`config.mk`:
```
export PLATFORM = sky130hd
export DESIGN_NAME = uart_rx_frame_flat
export DESIGN_NICKNAME = d
export VERILOG_FILES = /design/src/rtl/uart_rx_frame_if.sv /design/src/rtl/uart_rx_frame.sv /design/src/flat_wrapper.sv
export SDC_FILE = /design/constraint.sdc
export NUM_CORES = 1
export LEC_CHECK = 0
export BUFFER_PORTS_ARGS = -buffer_cell sky130_fd_sc_hd__buf_2
export CAP_MARGIN = 20
export CORE_MARGIN = 2
export CORE_UTILIZATION = 52
export CTS_CLUSTER_SIZE = 16
export DETAILED_ROUTE_END_ITERATION = 7
export PLACE_DENSITY_LB_ADDON = 0.3
export SLEW_MARGIN = 20
export SYNTH_ARGS = -nofsm -noshare
export SYNTH_HDL_FRONTEND = slang
export SYNTH_SLANG_ARGS = --single-unit
```
`constraint.sdc`:
```
create_clock -name clk -period 5.1 [get_ports clk]
set_clock_uncertainty 0.05 [all_clocks]
set_input_delay 1.02 -clock clk [delete_from_list [all_inputs] [get_ports clk]]
set_output_delay 1.02 -clock clk [all_outputs]
set_load 0.02 [all_outputs]
```
`src/rtl/uart_rx_frame_if.sv`:
```
// Receive-word handshake between the UART receiver and its consumers.
// The receiver drives the word, its error flags and valid; the consumer drives ready.
interface uart_rx_frame_if #(
  parameter int DATA_BITS = 8
) ();
  logic [DATA_BITS-1:0] data;
  logic                 valid;
  logic                 ready;
  logic                 parity_err;
  logic                 frame_err;

  modport master (
    output data,
    output valid,
    output parity_err,
    output frame_err,
    input  ready
  );

  modport slave (
    input  data,
    input  valid,
    input  parity_err,
    input  frame_err,
    output ready
  );
endinterface

```
`src/rtl/uart_rx_frame.sv`:
```
// Parametrised UART receiver: configurable width, parity and stop bits, per-frame
// parity/framing flags, sticky overrun, and a valid/ready output register.
//
// state    | meaning
// ---------+-----------------------------------------------------------------
// S_IDLE   | line idle, waiting for a falling edge on the synchronised line
// S_START  | qualifying the start bit at its centre
// S_DATA   | sampling data bits at bit centres, LSB first
// S_PARITY | sampling the parity bit
// S_STOP   | sampling stop bits; the word is loaded at the last one
// S_BREAK  | line still low after the frame, waiting for it to return high
module uart_rx_frame #(
  parameter int CLKS_PER_BIT = 1250,
  parameter int DATA_BITS    = 8,
  parameter int PARITY       = 0,
  parameter int STOP_BITS    = 1
) (
  input  logic            clk,
  input  logic            rst_n,
  input  logic            rx_i,
  uart_rx_frame_if.master out_if,
  output logic            overrun_o,
  output logic            busy_o
);

  localparam int              CW        = $clog2(CLKS_PER_BIT);
  localparam logic [CW-1:0]   CNT_MID   = CW'(CLKS_PER_BIT / 2 - 1);
  localparam logic [CW-1:0]   CNT_END   = CW'(CLKS_PER_BIT - 1);
  localparam logic [3:0]      LAST_DATA = 4'(DATA_BITS - 1);
  localparam logic [1:0]      LAST_STOP = 2'(STOP_BITS - 1);

  typedef enum logic [2:0] {
    S_IDLE,
    S_START,
    S_DATA,
    S_PARITY,
    S_STOP,
    S_BREAK
  } state_t;

  state_t               state_q;
  logic [1:0]           sync_q;
  logic                 rx_prev_q;
  logic [CW-1:0]        cnt_q;
  logic [3:0]           bit_cnt_q;
  logic [1:0]           stop_cnt_q;
  logic [DATA_BITS-1:0] shift_q;
  logic                 par_bit_q;
  logic                 stop_low_q;
  logic [DATA_BITS-1:0] data_q;
  logic                 valid_q;
  logic                 parity_err_q;
  logic                 frame_err_q;
  logic                 overrun_q;
  logic                 busy_q;

  logic rx_s;
  logic mid_bit;
  logic bit_end;
  logic parity_err_d;
  logic frame_err_d;

  assign rx_s        = sync_q[1];
  assign mid_bit     = (cnt_q == CNT_MID);
  assign bit_end     = (cnt_q == CNT_END);
  assign frame_err_d = stop_low_q | ~rx_s;

  always_comb begin
    parity_err_d = 1'b0;
    if (PARITY == 1) begin
      parity_err_d = ^{shift_q, par_bit_q};
    end else if (PARITY == 2) begin
      parity_err_d = ~^{shift_q, par_bit_q};
    end
  end

  always_ff @(posedge clk or negedge rst_n) begin
    if (!rst_n) begin
      state_q      <= S_IDLE;
      sync_q       <= 2'b11;
      rx_prev_q    <= 1'b1;
      cnt_q        <= '0;
      bit_cnt_q    <= '0;
      stop_cnt_q   <= '0;
      shift_q      <= '0;
      par_bit_q    <= 1'b0;
      stop_low_q   <= 1'b0;
      data_q       <= '0;
      valid_q      <= 1'b0;
      parity_err_q <= 1'b0;
      frame_err_q  <= 1'b0;
      overrun_q    <= 1'b0;
      busy_q       <= 1'b0;
    end else begin
      sync_q    <= {sync_q[0], rx_i};
      rx_prev_q <= rx_s;
      cnt_q     <= cnt_q + 1'b1;
      if (valid_q && out_if.ready) begin
        valid_q <= 1'b0;
      end

      unique case (state_q)
        S_IDLE: begin
          cnt_q <= '0;
          if (rx_prev_q && !rx_s) begin
            state_q <= S_START;
            busy_q  <= 1'b1;
          end
        end

        // Restarting the count at the start-bit centre puts every later bit end on a bit centre.
        S_START: begin
          if (mid_bit) begin
            cnt_q      <= '0;
            bit_cnt_q  <= '0;
            stop_cnt_q <= '0;
            stop_low_q <= 1'b0;
            if (rx_s) begin
              state_q <= S_IDLE;
              busy_q  <= 1'b0;
            end else begin
              state_q <= S_DATA;
            end
          end
        end

        S_DATA: begin
          if (bit_end) begin
            cnt_q     <= '0;
            shift_q   <= {rx_s, shift_q[DATA_BITS-1:1]};
            bit_cnt_q <= bit_cnt_q + 1'b1;
            if (bit_cnt_q == LAST_DATA) begin
              state_q <= (PARITY != 0) ? S_PARITY : S_STOP;
            end
          end
        end

        S_PARITY: begin
          if (bit_end) begin
            cnt_q     <= '0;
            par_bit_q <= rx_s;
            state_q   <= S_STOP;
          end
        end

        // A word arriving while the previous one is still unread is dropped, not overwritten.
        S_STOP: begin
          if (bit_end) begin
            cnt_q      <= '0;
            stop_cnt_q <= stop_cnt_q + 1'b1;
            if (!rx_s) begin
              stop_low_q <= 1'b1;
            end
            if (stop_cnt_q == LAST_STOP) begin
              if (valid_q && !out_if.ready) begin
                overrun_q <= 1'b1;
              end else begin
                data_q       <= shift_q;
                parity_err_q <= parity_err_d;
                frame_err_q  <= frame_err_d;
                valid_q      <= 1'b1;
              end
              if (rx_s) begin
                state_q <= S_IDLE;
                busy_q  <= 1'b0;
              end else begin
                state_q <= S_BREAK;
              end
            end
          end
        end

        S_BREAK: begin
          cnt_q <= '0;
          if (rx_s) begin
            state_q <= S_IDLE;
            busy_q  <= 1'b0;
          end
        end

        default: begin
          state_q <= S_IDLE;
          busy_q  <= 1'b0;
        end
      endcase
    end
  end

  assign out_if.data       = data_q;
  assign out_if.valid      = valid_q;
  assign out_if.parity_err = parity_err_q;
  assign out_if.frame_err  = frame_err_q;
  assign overrun_o         = overrun_q;
  assign busy_o            = busy_q;

endmodule

```
`src/flat_wrapper.sv`:
```
// flat-port wrapper written by rule: the top's interface ports become plain ports
module uart_rx_frame_flat 
#(
  parameter int CLKS_PER_BIT = 1250,
  parameter int DATA_BITS    = 8,
  parameter int PARITY       = 0,
  parameter int STOP_BITS    = 1
)
  (clk, rst_n, rx_i, overrun_o, busy_o, out_if_data, out_if_valid, out_if_parity_err, out_if_frame_err, out_if_ready);
  uart_rx_frame_if #(.DATA_BITS(DATA_BITS)) out_if_i ();
  input  logic clk;
  input  logic rst_n;
  input  logic rx_i;
  output logic overrun_o;
  output logic busy_o;
  output wire logic [$bits(out_if_i.data)-1:0] out_if_data;
  output wire logic [$bits(out_if_i.valid)-1:0] out_if_valid;
  output wire logic [$bits(out_if_i.parity_err)-1:0] out_if_parity_err;
  output wire logic [$bits(out_if_i.frame_err)-1:0] out_if_frame_err;
  input wire logic [$bits(out_if_i.ready)-1:0] out_if_ready;
  assign out_if_data = out_if_i.data;
  assign out_if_valid = out_if_i.valid;
  assign out_if_parity_err = out_if_i.parity_err;
  assign out_if_frame_err = out_if_i.frame_err;
  assign out_if_i.ready = out_if_ready;
  uart_rx_frame #(.CLKS_PER_BIT(CLKS_PER_BIT), .DATA_BITS(DATA_BITS), .PARITY(PARITY), .STOP_BITS(STOP_BITS)) u_core (.clk(clk), .rst_n(rst_n), .rx_i(rx_i), .out_if(out_if_i), .overrun_o(overrun_o), .busy_o(busy_o));
endmodule
```
# Yosys cells after proc, flatten, opt, wreduce, memory -nomap -nowiden
# Cells that the tools add are included.
classes:
  addsub: 3
  eq_ne: 17
  mux: 35
  bitwise_logic: 4
  n_reduce_logical: 20
op_table:
  columns: ["op", "count"]
  rows:
  - ["one-hot mux 11 bit (3 select lines)", 1]
  - ["2-to-1 mux 3 bit", 9]
  - ["2-to-1 mux 11 bit", 2]
  - ["one-hot mux 3 bit (6 select lines)", 1]
  - ["!= test 2 x 1 -> 1 bit, second input constant", 8]
  - ["2-to-1 mux 1 bit", 13]
  - ["AND reduction 4 bit", 3]
  - ["adder 11 x 1 -> 11 bit, second input constant", 1]
  - ["== test 11 x 10 -> 1 bit, second input constant", 1]
  - ["== test 11 bit, second input constant", 1]
  - ["2-to-1 mux 4 bit", 2]
  - ["one-hot mux 4 bit (2 select lines)", 1]
  - ["AND reduction 8 bit", 1]
  - ["== test 3 x 2 -> 1 bit, second input constant", 2]
  - ["== test 3 bit, second input constant", 2]
  - ["2-to-1 mux 2 bit", 3]
  - ["AND reduction 3 bit", 2]
  - ["one-hot mux 1 bit (5 select lines)", 1]
  - ["AND reduction 5 bit", 1]
  - ["adder 4 x 1 -> 4 bit, second input constant", 1]
  - ["== test 4 x 3 -> 1 bit, second input constant", 1]
  - ["one-hot mux 2 bit (2 select lines)", 1]
  - ["nonzero test 2 bit", 2]
  - ["OR reduction 2 bit", 2]
  - ["12 further kinds", 17]
word_totals:
  register_bits: 44
  input_bits: 4
  out_inout_bits: 13

# Logic depth before layout (Yosys ltp)
depth:
  depth_word: 6
  mapped_depth: 7

# Worst setup path before layout
# No wires, ideal clock.
synth_timing:
  path_type: "reg-to-reg"
  startpoint: "register u_core.cnt_q[3]"
  endpoint: "register u_core.data_q[0] (netlist: u_core.out_if.data[0])"
  t_arrival_ps: 1867
  required_time_ps: 4925
  path_slack_ps: 3058
  path_stages_with_launch: 6
  path_buffers: 1
  cell_sequence: "dfrtp_1 -> or3_4 -> nor4_4 -> and3_1 -> buf_6 -> mux2_4"
synth_via:
  elab_chain_len: 2
synth_lines:
  columns: ["item", "line_no", "text"]
  rows:
  - ["start: declaration", "uart_rx_frame.sv:44", "logic [CW-1:0] cnt_q;"]
  - ["start signal: assignment", "uart_rx_frame.sv:97", "cnt_q <= cnt_q + 1'b1;"]
  - ["== test 11 bit", "uart_rx_frame.sv:65", "assign bit_end = (cnt_q == CNT_END);"]
  - ["AND reduction 4 bit (no source line)", null, null]
  - ["end signal: assignment", "uart_rx_frame.sv:158", "data_q <= shift_q;"]
  - ["end: declaration", "uart_rx_frame.sv:50", "logic [DATA_BITS-1:0] data_q;"]
# Every way passes these cells.
# A chain may end at the register's enable or synchronous reset.

# Worst setup path after layout
layout_timing:
  startpoint: "register u_core.cnt_q[3]"
  endpoint: "register u_core.data_q[6] (netlist: u_core.out_if.data[6])"
# The elaborated chain is that of the path after synthesis.

==> qor.csv <==
stage;metric;value;unit
place;hpwl;2.66;mm
route;post-route-drc-count;0;
cts;cts_sinks;44;
sta;period_needed;2.43;ns
critical_path;reg2reg_from;u_core.cnt_q[3];
final_layout;instances_no_fill;264;
floorplan;die_area;4620;sq um
yosys;yosys_warnings;0;
critical_path;path_depth;4;
floorplan;core_area;3970;sq um
cts;cts_buffers;5;
yosys;yosysSeqAreaShare;51.9;%
final_layout;finish.utilization;58.8;%
cts;cts_resized;0;
critical_path;cpPeakStageDelay;0.61;ns
final_layout;drive_above_1_share;19.6;%
floorplan;io_pins;17;
global_routing;antenna_found_initial;0;
global_routing;grt_overflow_total;0;
route;vias;1455;
sta;tightest_slew;0.942;ns
sta;setup_viol;0;
critical_path;end_kind;flop;
yosys;synth-edff-count;0;
route;wl_per_cell;14.1;microns
critical_path;crit_buf_inv;0;
floorplan;initial_core_util;53.6;%
critical_path;cp_top_family;simple AND/OR/NAND/NOR gates;
critical_path;start_kind;flop;
worst_hold_path;hold_depth;0;
worst_hold_path;min-delay-start;u_core.sync_q[0];
cts;cts_root_buf;clkbuf_8;
critical_path;cp.arrival;2.56;ns
final_layout;synthToLayoutAreaGrowth;9.71;%
cts;cts.clk_slew.worst_paths;0.09;ns
final_layout;diodes;0;
place;numPortBuffers;15;
critical_path;reg2regPathDepth;4;
pwr;vdd_ir_drop_max;209;uV
pwr;seq_power_share;51.4;%
floorplan;die_h;68.0;microns
run_status;status;finished clean;
route;viasPerCell;5.51;
route;wirelength;3.72;mm
cts;clk_latency;0.29;ns
pwr;p_comb_share;16.7;%
yosys;synth_fp_nets;207;
sta;rsz0062_at_grt;no;
critical_path;crit_chain;or3_4, nor4_4, and3_1, mux2_4;
pwr;clockPowerShare;31.9;%
sta;hold_violations;0;
place;dp_cells;256;
cts;htree_levels;2;
sta;max_freq;411;MHz
global_routing;grt_max_degree;45;
worst_hold_path;hp-class;flop to flop;
route;drt-pass1-iter-count;4;
yosys;synth_area;2130;sq um
sta;slew_headroom;37.2;%
cts;cts_tree;built;
critical_path;path_class;flop to flop;
yosys;synth-seq-cells;44;
global_routing;gr-usage-all-layers;19.0;%
run;drv_cap;0;
critical_path;slowest_stage;and3_1;
yosys;synth_flop_cell;dfrtp_1;
pwr;power.total;851;uW
global_routing;grt_pass1_wl;6.55;mm
floorplan;die_w;68.0;microns
place;globalplace.congestion;0.871;
critical_path;cp_data_required_time;5.22;ns
pwr;p_int;600;uW
sta;final_max_slew_viol_count;0;
route;ant_nets;0;
cts;post_cts_buffers;0;
pwr;leakage;0.00114;uW
sta;fin_crit_sh;47.7;%
final_layout;nets;222;
route;drt_iter0_drc;135;
critical_path;crit_fanout;9;
critical_path;startpoint;u_core.cnt_q[3];
cts;cts.path.max_buffers;2;
pwr;p_sw_share;29.5;%
floorplan;rows;23;
pwr;switchingPower;251;uW
cts;ctsHoldBuffers;0;
global_routing;grt_pass1_vias;1423;
yosys;syn_inst;198;
yosys;synth-async-reset-ratio;100;%
yosys;synth_cell_types;49;
pwr;p_per_area;364;nW/um^2
sta;final.setup.tns;0;ns
yosys;avgSynthCellArea;10.7;sq um
## sequential cells by signal, indices dropped and copies added (netlist names)
signal and cells:
u_core.stop_low_q 1, u_core.rx_prev_q 1, u_core.cnt_q 11, u_core.state_q 3, u_core.out_if.data 8, u_core.shift_q 8
u_core.sync_q 2, u_core.busy_o 1, u_core.overrun_o 1, u_core.out_if.valid 1, u_core.out_if.frame_err 1, u_core.stop_cnt_q 2
u_core.bit_cnt_q 4
## worst register-to-register path, stage by stage (launching register included)
cell and delay, ns:
dfrtp_1 0.43, or3_4 0.44, nor4_4 0.43, and3_1 0.61, mux2_4 0.35
## final timing paths
check	endpoint	slack [ns]
max	u_core.out_if.data[6]	2.67
max in group asynchronous	u_core.shift_q[2]	3.59
min reg2reg	u_core.sync_q[1]	0.31
max reg2reg	u_core.out_if.data[6]	2.67
min	u_core.sync_q[1]	0.31
min in group asynchronous	u_core.busy_o	0.81
## power by group through the flow
stage          Combinational, uW  Clock, uW  Sequential, uW
3_5_place_dp                 143          0             445
4_1_cts                      145        277             437
2_1_floorplan                108          0             436
3_3_place_gp                 141          0             443
5_1_grt                      166        294             448
6_report                     142        271             438
## Yosys cell counts, types with 3 or more instances
master     n  share of area (%)
dfstp_2    3                3.7
a21oi_1    7                1.6
nor3_1     4               0.94
clkbuf_1   3               0.53
nand3_1    6                1.4
and3_1     4                1.2
mux2_4     9                6.4
nor2_1    13                2.3
o21ai_0    6                1.4
dfrtp_1   41                 48
nand4_1    4                1.2
nand2_1   33                5.8
inv_1      9                1.6
and4_1     3                1.2
xor2_1     7                2.9
ha_1       5                2.9
## logic make-up after synthesis
family / Yosys count / synth area share (%)
xor gates and xnor gates: 9 / 3.71
AOI/OAI and AO/OA: 24 / 7.53
and+or+nand+nor: 89 / 23.1
other: 1 / 0.176
buffers and inverters: 16 / 3.76
adders and majority gates: 5 / 2.94
muxes: 10 / 6.82
DFF: 44 / 51.9
## cells in the final DEF, fill, tap and decap left out, types with 6 or more instances in the layout
cell type / n
nand2_1: 33
mux2_4: 9
o21ai_0: 6
xor2_1: 7
nor2_1: 13
dfrtp_1: 41
buf_2: 15
inv_1: 9
nand3_1: 6
a21oi_1: 7
## per-stage QoR
| step | instance area (sq um) | setup WS, ns | hold WS, ns |
|---|---|---|---|
| floorplan | 2130 | 3.06 | 0.295 |
| global placement | 2220 | 2.74 | 0.295 |
| detailed placement | 2220 | 2.67 | 0.299 |
| CTS | 2330 | 2.67 | 0.312 |
| global route | 2330 | 2.54 | 0.318 |
| finish | 2330 | 2.67 | 0.310 |
## layer usage
layer  track usage [%]  routed length, microns  up-vias
met5                 0                       0        -
li1                  -                       -      720
met1              27.1                    1840      700
met4              6.00                      25        0
met2              29.2                    1720       33
met3              3.78                     133        2
## final cells by class
| class | instances | area [sq um] |
|---|---|---|
| flip-flops and latches | 44 | 1100 |
| fillers | 344 | 1640 |
| multi-input cells | 138 | 942 |
| clock inverters | 3 | 46.3 |
| well taps | 50 | 62.6 |
| repair buffers | 15 | 75.1 |
| clock buffers | 5 | 68.8 |
| inverters | 9 | 33.8 |
Power figures use the tool's default switching activity.
